`src/rtl/ttt_pkg.sv`:
```
// Shared definitions for the tic-tac-toe board controller and any block
// that inspects the board (line checker, future AI/hint logic).
package ttt_pkg;

  localparam int NUM_CELLS = 9;
  localparam int BOARD_W   = 2 * NUM_CELLS;
  localparam int NUM_LINES = 8;

  // Two-bit cell encoding; cell i lives at board[2i+1:2i].
  typedef enum logic [1:0] {
    EMPTY  = 2'b00,
    MARK_X = 2'b01,
    MARK_O = 2'b10
  } cell_t;

  // Winner codes reported while the game is over.
  localparam logic [1:0] WIN_NONE = 2'b00;
  localparam logic [1:0] WIN_X    = 2'b01;
  localparam logic [1:0] WIN_O    = 2'b10;
  localparam logic [1:0] WIN_DRAW = 2'b11;

  typedef enum logic [2:0] {
    ST_CLEAR,
    ST_PLAY,
    ST_CHECK,
    ST_NEXT,
    ST_DONE
  } state_t;

  // Cell indices of the three rows, three columns and two diagonals.
  localparam int WIN_LINES [NUM_LINES][3] = '{
    '{0, 1, 2}, '{3, 4, 5}, '{6, 7, 8},
    '{0, 3, 6}, '{1, 4, 7}, '{2, 5, 8},
    '{0, 4, 8}, '{2, 4, 6}
  };

  // Mark belonging to a player (0 = X, 1 = O).
  function automatic logic [1:0] mark_of(input logic player);
    return player ? MARK_O : MARK_X;
  endfunction

endpackage

```
`src/rtl/ttt_line_check.sv`:
```
// Purely combinational detector: is any of the eight lines completely
// filled with the given mark? An EMPTY mark never reports a win.
module ttt_line_check
  import ttt_pkg::*;
(
  input  logic [BOARD_W-1:0] board,
  input  logic [1:0]         mark,
  output logic               win
);

  // Scan every line for three cells matching the requested mark.
  always_comb begin
    // NOTE: default assignment first so no path leaves win unassigned (no latch).
    win = 1'b0;
    for (int l = 0; l < NUM_LINES; l++) begin
      if ((mark != EMPTY) &&
          (board[2*WIN_LINES[l][0] +: 2] == mark) &&
          (board[2*WIN_LINES[l][1] +: 2] == mark) &&
          (board[2*WIN_LINES[l][2] +: 2] == mark))
        win = 1'b1;
    end
  end

endmodule

```
`src/rtl/ttt_board_ctrl.sv`:
```
// Game-state controller: writes the mover's mark at the cursor slot, checks
// for a win or draw, hands over the turn, and resets the upstream slot
// counter at the start of every game and every turn.
module ttt_board_ctrl
  import ttt_pkg::*;
#(
  parameter logic START_PLAYER = 1'b0
) (
  input  logic               clk,
  input  logic               reset,
  input  logic [3:0]         current_slot,
  input  logic               place,
  input  logic               new_game,
  output logic [BOARD_W-1:0] board,
  output logic               turn,
  output logic               counter_reset,
  output logic               move_reject,
  output logic               game_over,
  output logic [1:0]         winner
);

  state_t             state_q;
  logic [BOARD_W-1:0] board_q;
  logic [3:0]         move_cnt_q;
  logic               turn_q;
  logic               counter_reset_q;
  logic               move_reject_q;
  logic               game_over_q;
  logic [1:0]         winner_q;

  logic       slot_free;
  logic [1:0] mover_mark;
  logic       mover_wins;

  assign mover_mark = mark_of(turn_q);

  // Cursor is legal only for slots 0..8 whose cell is still empty.
  always_comb begin
    slot_free = 1'b0;
    for (int i = 0; i < NUM_CELLS; i++) begin
      if (current_slot == 4'(i))
        slot_free = (board_q[2*i +: 2] == EMPTY);
    end
  end

  ttt_line_check u_line_check (
    .board (board_q),
    .mark  (mover_mark),
    .win   (mover_wins)
  );

  // Game FSM; every output is a flop so counter_reset is glitch-free.
  always_ff @(posedge clk) begin
    if (reset) begin
      // NOTE: the board is a plain register that software-visible state
      // depends on, so it is reset along with the control flops.
      state_q         <= ST_CLEAR;
      board_q         <= '0;
      move_cnt_q      <= '0;
      turn_q          <= START_PLAYER;
      winner_q        <= WIN_NONE;
      game_over_q     <= 1'b0;
      move_reject_q   <= 1'b0;
      counter_reset_q <= 1'b1;
    end else begin
      // NOTE: non-blocking everywhere; later assignments in this block
      // override the defaults without creating ordering hazards.
      move_reject_q <= 1'b0;
      if (new_game) begin
        state_q         <= ST_CLEAR;
        board_q         <= '0;
        move_cnt_q      <= '0;
        turn_q          <= START_PLAYER;
        winner_q        <= WIN_NONE;
        game_over_q     <= 1'b0;
        counter_reset_q <= 1'b1;
      end else begin
        unique case (state_q)
          ST_CLEAR: begin
            board_q         <= '0;
            move_cnt_q      <= '0;
            turn_q          <= START_PLAYER;
            winner_q        <= WIN_NONE;
            game_over_q     <= 1'b0;
            counter_reset_q <= 1'b0;
            state_q         <= ST_PLAY;
          end
          ST_PLAY: begin
            if (place) begin
              if (slot_free) begin
                for (int i = 0; i < NUM_CELLS; i++) begin
                  if (current_slot == 4'(i))
                    board_q[2*i +: 2] <= mover_mark;
                end
                if (move_cnt_q < 4'(NUM_CELLS))
                  move_cnt_q <= move_cnt_q + 4'd1;
                state_q <= ST_CHECK;
              end else begin
                move_reject_q <= 1'b1;
              end
            end
          end
          ST_CHECK: begin
            if (mover_wins) begin
              winner_q    <= turn_q ? WIN_O : WIN_X;
              game_over_q <= 1'b1;
              state_q     <= ST_DONE;
            end else if (move_cnt_q == 4'(NUM_CELLS)) begin
              winner_q    <= WIN_DRAW;
              game_over_q <= 1'b1;
              state_q     <= ST_DONE;
            end else begin
              turn_q          <= ~turn_q;
              counter_reset_q <= 1'b1;
              state_q         <= ST_NEXT;
            end
          end
          ST_NEXT: begin
            counter_reset_q <= 1'b0;
            state_q         <= ST_PLAY;
          end
          ST_DONE: begin
            if (place)
              move_reject_q <= 1'b1;
          end
          default: begin
            counter_reset_q <= 1'b1;
            state_q         <= ST_CLEAR;
          end
        endcase
      end
    end
  end

  assign board         = board_q;
  assign turn          = turn_q;
  assign counter_reset = counter_reset_q;
  assign move_reject   = move_reject_q;
  assign game_over     = game_over_q;
  assign winner        = winner_q;

endmodule

```
`config.mk`:
```
export PLATFORM = sky130hd
export DESIGN_NAME = ttt_board_ctrl
export DESIGN_NICKNAME = d
export VERILOG_FILES = /design/src/rtl/ttt_pkg.sv /design/src/rtl/ttt_line_check.sv /design/src/rtl/ttt_board_ctrl.sv
export SDC_FILE = /design/constraint.sdc
export NUM_CORES = 1
export LEC_CHECK = 0
export BUFFER_PORTS_ARGS = -buffer_cell sky130_fd_sc_hd__buf_2
export CORE_ASPECT_RATIO = 0.8
export CORE_MARGIN = 8
export CORE_UTILIZATION = 51
export DETAILED_ROUTE_END_ITERATION = 16
export PLACE_DENSITY = 0.78
export SYNTH_ARGS = -nofsm -noshare
export SYNTH_HDL_FRONTEND = slang
export SYNTH_SLANG_ARGS = --single-unit
```
`constraint.sdc`:
```
create_clock -name clk -period 1.9 [get_ports clk]
set_input_delay 0.19 -clock clk [delete_from_list [all_inputs] [get_ports clk]]
set_output_delay 0.19 -clock clk [all_outputs]
set_load 0.01 [all_outputs]
```
Word level (Yosys, flattened, before mapping) --
Index checks and enable logic that the tools add are counted.
Operators by class: add/sub/neg operators 1, $lt $le $gt $ge 1, equal/unequal tests 37, muxes and demuxes 55, bitwise gates (word level) 3, reductions and logical operators 52
Operators by type and width (count):
- AND reduction 4 bit | 10
- 2-to-1 mux 18 bit | 2
- case mux 18 bit (2 select lines) | 1
- inequality test 2 bit (second input constant) | 14
- 2-to-1 mux 1 bit | 26
- 2-to-1 mux 2 bit | 12
- logical AND 1 bit | 21
- equality test 2 bit | 9
- zero test 2 bit | 9
- equality test 4 x 3 -> 1 bit (second input constant) | 4
- 2-to-1 mux 3 bit | 4
- 2-to-1 mux 4 bit | 3
- case mux 3 bit (4 select lines) | 1
- AND reduction 3 bit | 3
- equality test 4 x 2 -> 1 bit (second input constant) | 2
- equality test 4 bit (second input constant) | 2
- case mux 4 bit (2 select lines) | 1
- equality test 3 x 2 -> 1 bit (second input constant) | 2
- case mux 1 bit (2 select lines) | 3
- nonzero test 2 bit | 3
- OR reduction 2 bit | 3
- adder 4 x 1 -> 4 bit (second input constant) | 1
- equality test 4 x 1 -> 1 bit (second input constant) | 1
- zero test 4 bit | 1
- 9 further kinds | 11
Storage, ports and cells: flip-flop bits (word level) 31, bits of input ports 8, output and inout port bits 24, word-level logic and storage cells 165

Longest topological paths before layout --
depth in word-level cells 15, mapped depth 9, mapped depth without buffers 6

Cells and area by module --
From an unflattened synthesis, not the netlist that was laid out.
Second synthesis, totals: cells, all modules 281, area total of the unflattened synthesis 2204.6 um^2
Modules (own cells, without submodules):
- ttt_board_ctrl | instances 1, cells an instance 223, area each 1784.2 um^2, seq. area each 620.6 um^2
- ttt_line_check | instances 1, cells an instance 58, area each 420.4 um^2, seq. area each 0.0 um^2

Least setup slack after synthesis --
OpenSTA, ideal clock, no wires.
kind register to register, start point register turn_q (netlist: turn), end point register winner_q[1] (netlist: winner[1]), library setup time 127 ps, arrival time 1868 ps, required time 1773 ps, path slack -95 ps, cell stages (with the launch flop) 9, buffers on the path 2, clock period less this slack 1995 ps, cell sequence dfxtp_1 > buf_2 > or3b_2 > o22ai_1 > o22ai_1 > and4_1 > buf_4 > a311oi_1 > o22ai_1
On the way: word-level cells in the longest chain between the ends 15, elaborated cells between the ends (all ways) 44, classes of those cells eq/ne: 10; mux: 11; reduce/logical: 23
RTL lines:
- from (decl) | line ttt_board_ctrl.sv:25 | logic turn_q;
- from (signal assigned) | line ttt_board_ctrl.sv:113 | turn_q <= ~turn_q;
- 2-to-1 mux 2 bit (*) | line ttt_pkg.sv:39, ttt_board_ctrl.sv:105
- equality test 2 bit or nonzero test 2 bit (tied branches) | line ttt_line_check.sv:17, ttt_line_check.sv:16
- logical AND 1 bit | line ttt_line_check.sv:16 | if ((mark != EMPTY) &&
- logical AND 1 bit | line ttt_line_check.sv:17 | (board[2*WIN_LINES[l][0] +: 2] == mark) &&
- logical AND 1 bit | line ttt_line_check.sv:18 | (board[2*WIN_LINES[l][1] +: 2] == mark) &&
- 2-to-1 mux 1 bit (8 in series) | line ttt_line_check.sv:16
- 2-to-1 mux 2 bit or inequality test 3 bit (tied branches)
- case mux 2 bit (2 select lines) or AND reduction 2 bit (tied branches)
- to (signal assigned) | line ttt_board_ctrl.sv:105 | winner_q <= turn_q ? WIN_O : WIN_X;
- to (decl) | line ttt_board_ctrl.sv:29 | logic [1:0] winner_q;
Every way passes the cells marked *; elsewhere a longest branch is shown, timed or not. A chain may end at the register's enable or synchronous reset.

Worst setup path in the final report --
start point register board_q[3] (netlist: board[3]), end point register move_cnt_q[0]
On the way: word-level cells in the longest chain between the ends 11
RTL lines:
- from (decl) | line ttt_board_ctrl.sv:23 | logic [BOARD_W-1:0] board_q;
- from (signal, indexed assignment) | line ttt_board_ctrl.sv:93 | board_q[2*i +: 2] <= mover_mark;
- zero test 2 bit | line ttt_board_ctrl.sv:42 | slot_free = (board_q[2*i +: 2] == EMPTY);
- 2-to-1 mux 1 bit (8 in series) | line ttt_board_ctrl.sv:41 | if (current_slot == 4'(i))
- inequality test 2 bit (no line)
- AND reduction 4 bit (no line)
- to (signal assigned) | line ttt_board_ctrl.sv:96 | move_cnt_q <= move_cnt_q + 4'd1;
- to (decl) | line ttt_board_ctrl.sv:24 | logic [3:0] move_cnt_q;
No other way between the ends.

==> summary.md <==
| Metric | Value |
|---|---|
| Status | `finished with violations` |
| Violated checks | `negative setup slack` |
| Max Transition Viols Final | `0` |
| Synth top area cells | `dfxtp_1 (32%), mux2i_1 (9.8%), nand2_1 (5.6%)` |
| Transition at the pin with the smallest max-transition slack | `0.601 ns` |
| Kind of path behind the tightest hold check | `in -> reg` |
| Flops & latches, synth | `31` |
| Final Net Count | `342` |
| TritonCTS clock tree | `built` |
| Cell row count | `20` |
| Vias | `2557` |
| Top post-synthesis cells by count | `dfxtp_1 (31), nand2_1 (29), mux2i_1 (19), nor2_1 (13)` |
| First-pass DRT Iterations | `5` |
| Unrepaired setup endpoints after global routing | `yes` |
| Top-level I/O count | `32` |
| Depth of the CTS H-tree | `2` |
| Cell Count Post-Placement | `353` |
| Setup Skew | `0.00842 ns` |
| Worst hold margin | `0.242 ns` |
| Number of flops mapped to enable cells by yosys | `0` |
| Placeable core region | `3730 um^2` |
| Worst endpoint data arrival time | `2.25 ns` |
| Buffers added on ports | `31` |
| Reported leakage power | `~1.3 nW` |
| Post-synthesis async set-or-reset flop share | `0%` |
| Die outline area | `6070 um^2` |
| Area fraction of the dominant cell type after synthesis | `31.8%` |
| Maximum number of pins on one net before global-route repair | `27` |
| GR met1 Demand/Resource | `27.7%` |
| Total GRT Usage | `22.3%` |
| Latest clock arrival within the worst-skew pair | `slightly below 0.3 ns` |
| Proportion of synthesized chip area in sequential cells | `31.8%` |
| Clock input transition at the sequential cells of the worst setup and hold paths | `0.08 ns` |
| Post-Syn Nets | `between 200 and 300` |
| Maximum Capacitance Violations | `0` |
| Design Power | `0.00174 W` |
| Final setup margin | `-0.133 ns` |
| Number of buffers added by the clock tree synthesis step | `5` |
| Layout overhead on the synthesized area | `59.0%` |
| Total power density per cell area | `561 nW/um^2` |
| DRC violations left | `0` |
| Detailed-route wire length | `between 8 and 9 mm` |
| Highest clock frequency the design can meet | `492 MHz` |
| Area leader, netlist | `dfxtp_1` |
| Post-synthesis average cell area | `8.16 um^2` |
| Critical path required time | `2.12 ns` |
| Post-route clock period utilization | `107%` |
| Reg-to-reg setup timing slack | `-0.13 ns` |
| Die boundary height | `71.3 um` |
| Number of buffers between clock root and the deepest sink | `2` |
| Critical Path Source Type | `register` |
| Synth Warn # | `0` |
| Initial antenna violation count | `1` |
| Final ANT Viol Nets | `0` |
| Post-route insts no fill | `roughly 380` |
| Most used routing layer | `met2` |
| Synth Cell Area | `1950 um^2` |
| Fraction of final layout cells sized beyond drive strength 1 | `49.7%` |
| Clock root cell | `clkbuf_8` |
| Most used DFF post-synth | `dfxtp_1` |
| Slew Limit Headroom | `59.8%` |
| Final hold violations | `0` |
| Die span in x | `85.1 um` |
| Kind of critical path | `reg -> reg` |
| GRT Residual Overflow | `0` |
| Final setup violating endpoints | `22` |
| Estimated wirelength of the detail-placed design | `between 4 and 5 mm` |
| Nature of the critical path endpoint | `register` |
| Weighted congestion reported at the end of routability-driven placement | `0.904` |
| Wire length per cell | `about 22 um` |
| Hold-fix buffers, CTS | `0` |
| Global-route wire length before repair | `10.9 mm` |
| Peak VDD IR | `~0.39 mV` |
| Starting density of the core | `52.3%` |
| Vias in the first global route | `2209` |
| Post-synthesis instance total | `239` |
| Number of distinct library cells after synthesis | `51` |
| Met3 layer usage reported by global route | `about 6.6%` |
| Global routing met2 resource utilization | `approximately 34%` |
| Number of design-rule violations left by the first detailed-router iteration | `392` |
| CTS Sinks | `31` |
| Count of fill cells added during filler insertion | `184` |
| Crit-path max FO | `8` |
| Clock period minus final worst setup slack | `2.03 ns` |
| Cell with the most instances after synthesis | `dfxtp_1` |
| Number of vias per cell | `6.78` |
[layer usage]
| layer | wire [um] | part of all wire [%] |
|---|---|---|
| met3 | 1010 | 12 |
| met4 | 316 | 3.8 |
| met2 | 3660 | 44 |
| met1 | 3330 | 40 |
| met5 | 0 | 0 |
[power by group]
part           internal (W)  total (W)  switching [W]
clock              0.000424   0.000695       0.000271
combinational      0.000176   0.000377       0.000201
sequential         0.000657   0.000667      0.0000103
[worst paths after layout]
| kind | endpoint | startpoint | depth (start not counted) |
|---|---|---|---|
| setup / recovery | move_cnt_q[0]$_SDFFE_PP0P_ | board[3]$_SDFFE_PP0P_ | 6 |
| hold / removal | move_reject$_SDFF_PP0_ | place | 2 |
| setup reg to reg | move_cnt_q[0]$_SDFFE_PP0P_ | board[3]$_SDFFE_PP0P_ | 6 |
| hold reg to reg | winner[0]$_SDFFE_PP0P_ | winner[0]$_SDFFE_PP0P_ | 2 |
[per-stage QoR]
step	setup TNS [ns]	cell area (um^2)	setup slack (ns)	util (%)
2_1_floorplan	-0.0240	1970	-0.0240	-
3_3_place_gp	-2.68	2510	-0.184	67.4
3_5_place_dp	-3.59	2510	-0.221	67.4
4_1_cts	-0.105	2810	-0.0275	75.3
5_1_grt	-2.48	3100	-0.149	83.1
6_report	-1.24	3100	-0.133	83.1
[repair_timing]
| item | 4_1_cts | 5_1_grt |
|---|---|---|
| pin swaps | 13 | 21 |
| gates resized for setup | 30 | 45 |
| endpoints found under the setup margin | 31 | 30 |
| cloned | 1 | 0 |
| buffers inserted | 6 | 8 |
[final cells by class]
cell class	instances	area (um^2)	share of cell area (%)
diodes	1	2.50	0.0807
clock buffers	6	82.6	2.66
clock inverters	2	35.0	1.13
inverters	6	22.5	0.727
multi-input cells	186	1560	50.3
flip-flops and latches	31	634	20.5
well taps	44	55.1	1.78
repair buffers	101	707	22.8
[registers in the layout (all words and copies together), names as in the netlist]
| register | flops |
|---|---|
| board | 18 |
| move_cnt_q | 4 |
| state_q | 3 |
| winner | 2 |
| counter_reset | 1 |
| game_over | 1 |
| move_reject | 1 |
| turn | 1 |
[worst max-delay path, stage by stage (launching register included)]
cell	delay, ns
dfxtp_1	0.33
nor4_2	0.34
a31oi_2	0.11
o2111ai_4	0.32
o32ai_4	0.20
or4_1	0.50
a21oi_1	0.15
[cell families after synthesis]
family | share of synthesized area, %
flops | 31.8
mux | 9.76
fa+ha+maj | 2.44
compound gates | 21.1
buf+inv | 5.26
simple gates | 29.7
[cells in the final DEF (no fill, tap or decap), types with 6 or more instances in the layout]
cell / Yosys / final
a21oi_1: 12 / 11
buf_2: 4 / 31
buf_4: 1 / 63
buf_6: 1 / 7
clkbuf_8: 0 / 6
dfxtp_1: 31 / 24
mux2i_1: 19 / 19
nand2_1: 29 / 29
nand2b_1: 12 / 10
nand3b_1: 6 / 6
nor2_1: 13 / 13
No activity file was read; power rests on OpenSTA's default activity.
